$ cat src/rtl/joint_ramp_sched.sv
// joint_ramp_sched
// Moves each joint's step-frequency command towards a host-supplied target
// with bounded acceleration. One shared update datapath is time-multiplexed
// across the joints: each ramp tick starts a sweep that updates one joint
// per cycle. A command watchdog latches ERROR when the host goes silent.
// While ERROR is set, every joint ramps down to zero and its enable drops
// once it has stopped.
//
// Ports
//   sysclk          system clock
//   rst_n           asynchronous active-low reset
//   cmd_valid       command present
//   cmd_ready       command accepted when cmd_valid && cmd_ready (= !error)
//   cmd_joint       joint index of command (indices >= NUM_JOINTS are discarded)
//   cmd_target      signed target frequency
//   cmd_enable      joint enable carried with command
//   clr_error       single-cycle error clear request
//   joint_freq_cmd  signed freq cmd per joint, joint j at [32j+31:32j]
//   joint_enable    per-joint enable
//   error           latched watchdog error
//   busy            update sweep in progress
//
// state   | meaning
// --------+-----------------------------------------------------------
// S_IDLE  | waiting for the next ramp tick
// S_SWEEP | updating joint j_q this cycle; returns to idle after the last joint
module joint_ramp_sched #(
   parameter int NUM_JOINTS = 3,
   parameter int TICK_DIV   = 27000,
   parameter int ACCEL_STEP = 100,
   parameter int WDT_CYCLES = 13500000
) (
   input  logic                    sysclk,
   input  logic                    rst_n,
   input  logic                    cmd_valid,
   output logic                    cmd_ready,
   input  logic [2:0]              cmd_joint,
   input  logic [31:0]             cmd_target,
   input  logic                    cmd_enable,
   input  logic                    clr_error,
   output logic [32*NUM_JOINTS-1:0] joint_freq_cmd,
   output logic [NUM_JOINTS-1:0]   joint_enable,
   output logic                    error,
   output logic                    busy
);

   localparam int JIW = (NUM_JOINTS > 1) ? $clog2(NUM_JOINTS) : 1;
   localparam int TW  = (TICK_DIV > 1) ? $clog2(TICK_DIV) : 1;
   localparam int WW  = (WDT_CYCLES > 1) ? $clog2(WDT_CYCLES) : 1;

   localparam logic signed [33:0] STEP    = 34'(ACCEL_STEP);
   localparam logic signed [33:0] SAT_MAX = 34'sd2147483647;
   localparam logic signed [33:0] SAT_MIN = -34'sd2147483648;

   typedef enum logic {
      S_IDLE,
      S_SWEEP
   } state_t;

   logic [TW-1:0]      tick_cnt;
   logic               tick;
   logic [WW-1:0]      wdt_cnt;
   logic               error_q;

   state_t             state_q;
   state_t             state_d;
   logic [JIW-1:0]     j_q;
   logic [JIW-1:0]     j_d;
   logic               upd;

   logic signed [31:0] freq_q   [NUM_JOINTS];
   logic signed [31:0] target_q [NUM_JOINTS];
   logic [NUM_JOINTS-1:0] en_q;

   logic signed [31:0] cur_freq;
   logic signed [31:0] cur_tgt;
   logic signed [31:0] freq_new;
   logic signed [33:0] diff;
   logic signed [33:0] diff_abs;
   logic signed [33:0] sum;

   logic               cmd_accept;
   logic               all_zero;
   logic               clr_ok;

   assign cmd_ready    = !error_q;
   assign cmd_accept   = cmd_valid && !error_q;
   assign error        = error_q;
   assign busy         = (state_q == S_SWEEP);
   assign joint_enable = en_q;
   assign tick         = (tick_cnt == TW'(TICK_DIV - 1));

   always_comb begin
      all_zero = 1'b1;
      for (int i = 0; i < NUM_JOINTS; i++) begin
         if (freq_q[i] != '0) all_zero = 1'b0;
      end
   end

   // Clearing is only honoured once every joint has actually stopped.
   assign clr_ok = clr_error && error_q && all_zero;

   always_ff @(posedge sysclk or negedge rst_n) begin
      if (!rst_n) begin
         tick_cnt <= '0;
      end else if (tick) begin
         tick_cnt <= '0;
      end else begin
         tick_cnt <= tick_cnt + 1'b1;
      end
   end

   // Error is raised on the same edge the counter reaches WDT_CYCLES-1; the
   // counter then freezes until the error is cleared.
   always_ff @(posedge sysclk or negedge rst_n) begin
      if (!rst_n) begin
         wdt_cnt <= '0;
         error_q <= 1'b0;
      end else if (cmd_accept) begin
         wdt_cnt <= '0;
      end else if (clr_ok) begin
         wdt_cnt <= '0;
         error_q <= 1'b0;
      end else if (!error_q) begin
         wdt_cnt <= wdt_cnt + 1'b1;
         if (wdt_cnt == WW'(WDT_CYCLES - 2)) error_q <= 1'b1;
      end
   end

   always_ff @(posedge sysclk or negedge rst_n) begin
      if (!rst_n) begin
         state_q <= S_IDLE;
         j_q     <= '0;
      end else begin
         state_q <= state_d;
         j_q     <= j_d;
      end
   end

   // Ticks arriving during a sweep are dropped.
   always_comb begin
      state_d = state_q;
      j_d     = j_q;
      upd     = 1'b0;
      case (state_q)
         S_IDLE: begin
            if (tick) begin
               state_d = S_SWEEP;
               j_d     = '0;
            end
         end
         S_SWEEP: begin
            upd = 1'b1;
            if (j_q == JIW'(NUM_JOINTS - 1)) begin
               state_d = S_IDLE;
               j_d     = '0;
            end else begin
               j_d = j_q + 1'b1;
            end
         end
         default: begin
            state_d = S_IDLE;
            j_d     = '0;
         end
      endcase
   end

   // Shared ramp datapath for the joint in the current slot. Targets are read
   // from the registers, so a command landing in this slot takes effect on the
   // following tick.
   always_comb begin
      cur_freq = '0;
      cur_tgt  = '0;
      for (int i = 0; i < NUM_JOINTS; i++) begin
         if (j_q == JIW'(i)) begin
            cur_freq = freq_q[i];
            cur_tgt  = error_q ? 32'sd0 : target_q[i];
         end
      end
      // 34 bits so that the magnitude of the most negative difference fits.
      diff     = 34'(cur_tgt) - 34'(cur_freq);
      diff_abs = diff[33] ? -diff : diff;
      if (diff_abs <= STEP) begin
         sum = 34'(cur_tgt);
      end else if (!diff[33]) begin
         sum = 34'(cur_freq) + STEP;
      end else begin
         sum = 34'(cur_freq) - STEP;
      end
      if (sum > SAT_MAX) begin
         freq_new = 32'sh7FFF_FFFF;
      end else if (sum < SAT_MIN) begin
         freq_new = 32'sh8000_0000;
      end else begin
         freq_new = sum[31:0];
      end
   end

   always_ff @(posedge sysclk or negedge rst_n) begin
      if (!rst_n) begin
         for (int i = 0; i < NUM_JOINTS; i++) begin
            freq_q[i]   <= '0;
            target_q[i] <= '0;
         end
         en_q <= '0;
      end else begin
         for (int i = 0; i < NUM_JOINTS; i++) begin
            if (cmd_accept && (cmd_joint == 3'(i))) begin
               target_q[i] <= cmd_target;
               en_q[i]     <= cmd_enable;
            end else if (error_q) begin
               // Enable falls the cycle after the joint is seen stopped.
               target_q[i] <= '0;
               if (freq_q[i] == '0) en_q[i] <= 1'b0;
            end
            if (upd && (j_q == JIW'(i))) freq_q[i] <= freq_new;
         end
      end
   end

   always_comb begin
      joint_freq_cmd = '0;
      for (int i = 0; i < NUM_JOINTS; i++) begin
         joint_freq_cmd[32*i +: 32] = freq_q[i];
      end
   end

endmodule
$ cat config.mk
export PLATFORM = sky130hd
export DESIGN_NAME = joint_ramp_sched
export DESIGN_NICKNAME = d
export VERILOG_FILES = /design/src/rtl/joint_ramp_sched.sv
export SDC_FILE = /design/constraint.sdc
export NUM_CORES = 1
export LEC_CHECK = 0
export ABC_AREA = 1
export BUFFER_PORTS_ARGS = -buffer_cell sky130_fd_sc_hd__buf_2
export CORE_MARGIN = 2
export CORE_UTILIZATION = 45
export DETAILED_ROUTE_END_ITERATION = 7
export PLACE_DENSITY = 0.74
export SYNTH_ARGS = -nofsm -noshare
export SYNTH_HDL_FRONTEND = slang
export SYNTH_SLANG_ARGS = --single-unit
$ cat constraint.sdc
create_clock -name sysclk -period 7 [get_ports sysclk]
set_input_delay 1.05 -clock sysclk [delete_from_list [all_inputs] [get_ports sysclk]]
set_output_delay 1.05 -clock sysclk [all_outputs]
set_load 0.01 [all_outputs]
---- After elaboration in Yosys (flattened, before gate mapping) ----
Index checks and enable logic that the tools add are counted.
word-level totals
  bits in registers ....................... 238
  bits in latches ......................... 0
  bits in writable memories ............... 0
  memory bits (read-only) ................. 0
  input bits .............................. 40
  output and inout bits ................... 102
  logic and storage cells ................. 103
  memories kept ........................... 0
cells by class
  add/sub/neg operators ................... 7
  $mul .................................... 0
  divide/modulo/power cells ............... 0
  order comparisons ....................... 3
  eq/ne operators ......................... 8
  shift-type cells ........................ 0
  muxes and demuxes ....................... 43
  bitwise operators ....................... 1
  reductions and logical operators ........ 27
operator list
  operator                                              count
  two-way mux 32 bit                                    14
  two-way mux 34 bit                                    3
  logical NOT 32 bit                                    3
  nonzero test 32 bit                                   3
  two-way mux 24 bit                                    3
  > comparator 34 x 32 -> 1 bit, second input constant  1
  <= comparator 34 x 8 -> 1 bit, second input constant  1
  < comparator 34 x 32 -> 1 bit, second input constant  1
  negation 33 -> 34 bit                                 1
  adder 32 x 8 -> 33 bit, second input constant         1
  subtractor 32 x 32 -> 33 bit                          1
  subtractor 32 x 8 -> 33 bit, second input constant    1
  adder 24 x 1 -> 24 bit, second input constant         1
  equality test 24 bit, second input constant           1
  two-way mux 1 bit                                     18
  adder 15 x 1 -> 15 bit, second input constant         1
  equality test 15 bit, second input constant           1
  two-way mux 15 bit                                    1
  nonzero test 2 bit                                    6
  logical AND 1 bit                                     9
  AND reduction 2 bit                                   3
  two-way mux 2 bit                                     2
  one-hot mux 2 bit (2 select lines)                    1
  equality test 3 x 1 -> 1 bit, second input constant   1
  other kinds (11)                                      11

---- Depth between registers and ports, before layout ----
  word-level depth ........................ 12
  mapped depth ............................ 42
  depth with buffers taken out ............ 37

---- Worst setup path before layout ----
No wires, ideal clock.
  path kind ............................... flip-flop to flip-flop
  from .................................... register error_q, in the netlist error
  to ...................................... register freq_q, in the netlist joint_freq_cmd[64]
  library setup time ...................... 0.117 ns
  arrival time ............................ 5.435 ns
  data required time ...................... 6.883 ns
  slack ................................... 1.448 ns
  cell stages (with the launch flop) ...... 39
  buffers on the path ..................... 6
  period minus slack after synthesis ...... 5.552 ns
  cell sequence ........................... dfrtp_1 -> clkbuf_1 -> inv_1 -> clkbuf_1 -> clkbuf_1 -> nand2_1 -> inv_1 -> a221oi_1 -> ha_1 -> inv_1 -> fa_1 -> nand3_1 -> nand3_1 -> nand4_4 -> nand3_4 -> nand2_1 -> nand2_1 -> nand2_1 -> [3 not listed] -> buf_4 -> ha_1 -> a21oi_1 -> inv_1 -> a31oi_1 -> o21a_1 -> nor2_1 -> nor4_1 -> nand2_1 -> nand2_1 -> nand2_1 -> nand2_2 -> nand3_4 -> buf_6 -> nand2_1 -> nand2_1 -> nand2_1 -> nand2_1
between the ends
  cells in the longest elaborated chain, start to end .. 12
  elaborated cells on any way between the ends .. 16
  classes of those cells .................. add/sub (2); order compare (3); mux (11)
ends and longest elaborated chain
  item                             RTL line  source
  start: declaration               63        logic error_q;
  start signal: assignment         118       error_q <= 1'b0;
  start signal: assignment         123       error_q <= 1'b0;
  start signal: assignment         126       if (wdt_cnt == WW'(WDT_CYCLES - 2)) error_q <= 1'b1;
  two-way mux 32 bit               n/a
  two-way mux 32 bit (2 in a row)  175       if (j_q == JIW'(i)) begin
  two-way mux 32 bit (*)           175
  subtractor 32 x 32 -> 33 bit     181       diff = 34'(cur_tgt) - 34'(cur_freq);
  negation 33 -> 34 bit            182       diff_abs = diff[33] ? -diff : diff;
  two-way mux 34 bit               182
  <= comparator 34 x 8 -> 1 bit    183       if (diff_abs <= STEP) begin
  two-way mux 34 bit (*)           183
  < comparator 34 x 32 -> 1 bit    192       end else if (sum < SAT_MIN) begin
  two-way mux 32 bit               192
  two-way mux 32 bit (*)           190       if (sum > SAT_MAX) begin
  end signal: indexed assignment   216       if (upd && (j_q == JIW'(i))) freq_q[i] <= freq_new;
  end: declaration                 71        logic signed [31:0] freq_q [NUM_JOINTS];
Every way passes the cells marked *; elsewhere a longest branch is shown, timed or not.
A chain may end at the register's enable or synchronous reset.

---- Worst setup path after layout ----
  from .................................... register j_q[0]
  to ...................................... register freq_q, in the netlist joint_freq_cmd[48]
between the ends
  cells in the longest elaborated chain, start to end .. 12
  elaborated cells on any way between the ends .. 22
  classes of those cells .................. add/sub (4); order compare (3); eq/ne (2); mux (11); reduce/logical (2)
ends and longest elaborated chain
  item                             RTL line  source
  start: declaration               67        logic [JIW-1:0] j_q;
  start signal: assignment         136       j_q <= j_d;
  logical NOT 2 bit                175
  two-way mux 32 bit (3 in a row)  175
  subtractor 32 x 32 -> 33 bit     181
  negation 33 -> 34 bit            182
  two-way mux 34 bit               182
  <= comparator 34 x 8 -> 1 bit    183
  two-way mux 34 bit               183
  < comparator 34 x 32 -> 1 bit    192
  two-way mux 32 bit               192
  two-way mux 32 bit               190
Parallel ways exist; a longest one is shown, timed or not.

==> flow_summary.ini <==
[placement]
io_buffers = 141
dp_hpwl_um = 45500
gp_congestion = 0.993
dpl_worst_slack_ns = 0.358
placedCellCount = 3346

[synth]
avgSynthCellArea_um2 = 6.43
synth-seq-cells = 238
yosysSeqAreaShare_pct = 33.7
yosys_most_used_dff = dfrtp_1
syn_area_um2 = 17700
syn_nets = 2849
synth_cell_type_count = 57
synthArstFlopShare_pct = 100
synth-edff-count = 0
synthCells = 2746
yosys_warnings = 0

[layout]
synthToLayoutAreaGrowth_pct = 12.2
final_cell_mix = nand2_1 (923), inv_1 (363), nor2_1 (320)
fill_cells = 3871
final_common_cell = nand2_1
antenna_cells = 0
drive_gt1_share_pct = 10.2
final_cell_count_no_fill = 3397
nets = 2961

[critical_path]
critPathLaunchType = flip-flop
cp_data_arrival_time_ns = 6.95
crit_path_end_kind = flip-flop
cpPeakStageDelay_ns = 0.56
critPathKind = reg -> reg
critPathMostFrequentCell = nand2_1
crit_slowest_cell = dfrtp_4
worst-path-max-fanout = 31
cp.required_ns = 7.45
r2r_setup_slack_ns = 0.49

[hold_path]
min_path_type = in -> async

[grt]
grt_max_degree = 88
grt_pass1_vias = 17400
grt_pass1_wl_um = 95500
grt_antenna_before_repair = 0
grt_util_all_layers_pct = 29.5
overflow = 0

[detailed_routing]
drt_first_pass_iters = 8
routed_via_density = 5.49
drc_errors = 0
wl_um = 60400
routedWlPerCell_um = 17.8
ant_nets = 0
drt_iter0_drc = 1931
vias = 18600

[sta]
hold-worst-slack_ns = 0.464
hold_violations = 0
fin_tns_setup_ns = 0
finalSetupViolCount = 0
clock-skew-final_ns = 0.0126
fin_crit_sh_pct = 92.9
relSlewSlack_pct = 15.8
period_needed_ns = 6.51
timing.fmax_mhz = 154
maxSlewViolCount = 0
worstMarginPinSlew_ns = 1.26
fin_ws_ns = 0.494
rsz0062_at_grt = false

[clocking]
clkLatencyLatePin_ns = 0.56
htree_levels = 1
cts.reportedPaths.clkPinSlew_ns = 0.06
numClockSinks = 238
numCtsBuffers = 27
clk_path_buf_depth = 3
cts_tree = yes
clockRootBuffer = clkbuf_16

[job]
drv_cap = 0

[die]
io_pins = 142
rows = 72
start_util_pct = 45.7
die_w_um = 202
dieArea_um2 = 40800
die_h_um = 202
core_um2 = 38600

[pwr]
power_density_nw_per_um2 = 306
vdd_ir_drop_max_mv = 0.176
finalPower_uw = 6070
p_leak_uw = 0.0110

[outcome]
status = finished clean
-- Yosys cell counts (9+ instances only) --
cell type	number	area (um^2)
nand3_1	137	686
clkbuf_1	56	210
nand3b_1	13	97.6
nand2_2	20	125
o21a_1	14	105
nor3_1	55	275
xor2_1	19	166
xnor2_1	15	131
o211ai_1	14	105
a31oi_1	21	131
nor4_1	34	213
o22ai_1	14	87.6
ha_1	61	763
nor2_2	10	62.6
nand3_2	9	90.1
dfrtp_1	238	5960
buf_1	14	52.6
nand2_1	924	3470
o21ai_1	24	120
inv_1	365	1370
nor2_1	323	1210
a21oi_1	161	806
nand4_1	26	163
o21ai_0	91	455
-- cell type report --
class | count | area, um^2 | share of cell area (%)
clock inverters | 16 | 193 | 0.972
repair buffers | 171 | 970 | 4.89
flip-flops and latches | 238 | 5960 | 30.1
inverters | 376 | 1420 | 7.17
multi-input cells | 2044 | 9900 | 50.0
well taps | 518 | 648 | 3.27
clock buffers | 34 | 722 | 3.64
-- final timing paths --
| path | start | cells after the start | end |
|---|---|---|---|
| setup / recovery | j_q[0] | 34 | joint_freq_cmd[48] |
| hold / removal | rst_n | 1 | tick_cnt[9] |
| setup reg to reg | j_q[0] | 34 | joint_freq_cmd[48] |
| hold reg to reg | wdt_cnt[23] | 1 | wdt_cnt[23] |
| max in group asynchronous | rst_n | 2 | wdt_cnt[16] |
| min in group sysclk | wdt_cnt[23] | 1 | wdt_cnt[23] |
-- state kept, by name (all words and copies together), names as in the netlist --
name            flops
busy                1
tick_cnt           15
joint_freq_cmd     96
error               1
target_q           96
joint_enable        3
j_q                 2
wdt_cnt            24
-- worst max-delay path, delay by kind of cell (launching register included) --
kind / cells / cell delay, ns
buf+inv: 5 / 1.10
simple gates: 22 / 2.91
compound gates: 5 / 1.03
fa+ha+maj: 2 / 0.75
flops: 1 / 0.56
-- metal layers --
| metal | vias up | global-route usage (%) | part of all wire, % | wire length (um) |
|---|---|---|---|---|
| met1 | 8700 | 41.4 | 42 | 25700 |
| met3 | 105 | 4.85 | 9.4 | 5660 |
| met2 | 863 | 45.9 | 44 | 26800 |
| met4 | 0 | 10.3 | 3.7 | 2260 |
| li1 | 8971 | - | - | - |
| met5 | - | 0 | 0 | 0 |
-- power by group --
group	switching, uW	internal [uW]	leakage, uW
logic	2140	955	0.00733
clock network	598	854	0.000448
registers	37.2	1490	0.00321
total	2770	3300	0.0110
-- metrics by stage --
stage | utilization (%) | cell area, um^2
floorplan | - | 17700
global placement | 48.8 | 18900
detailed placement | 48.8 | 18900
CTS | 51.2 | 19800
global route | 51.3 | 19800
finish | 51.3 | 19800
-- timing repair --
item / in CTS / in global routing
endpoints found under the setup margin: 0 / 93
hold buffers: 0 / 0
resized for setup: 0 / 7
buffers inserted: 0 / 0
-- logic make-up after synthesis --
kind of cell | after synthesis | share of synthesized area, %
flops | 238 | 33.7
buf+inv | 465 | 10.4
fa+ha+maj | 63 | 4.55
compound gates | 370 | 11.7
simple gates | 1575 | 37.8
xor+xnor | 35 | 1.78
No activity file was read; power rests on OpenSTA's default activity.
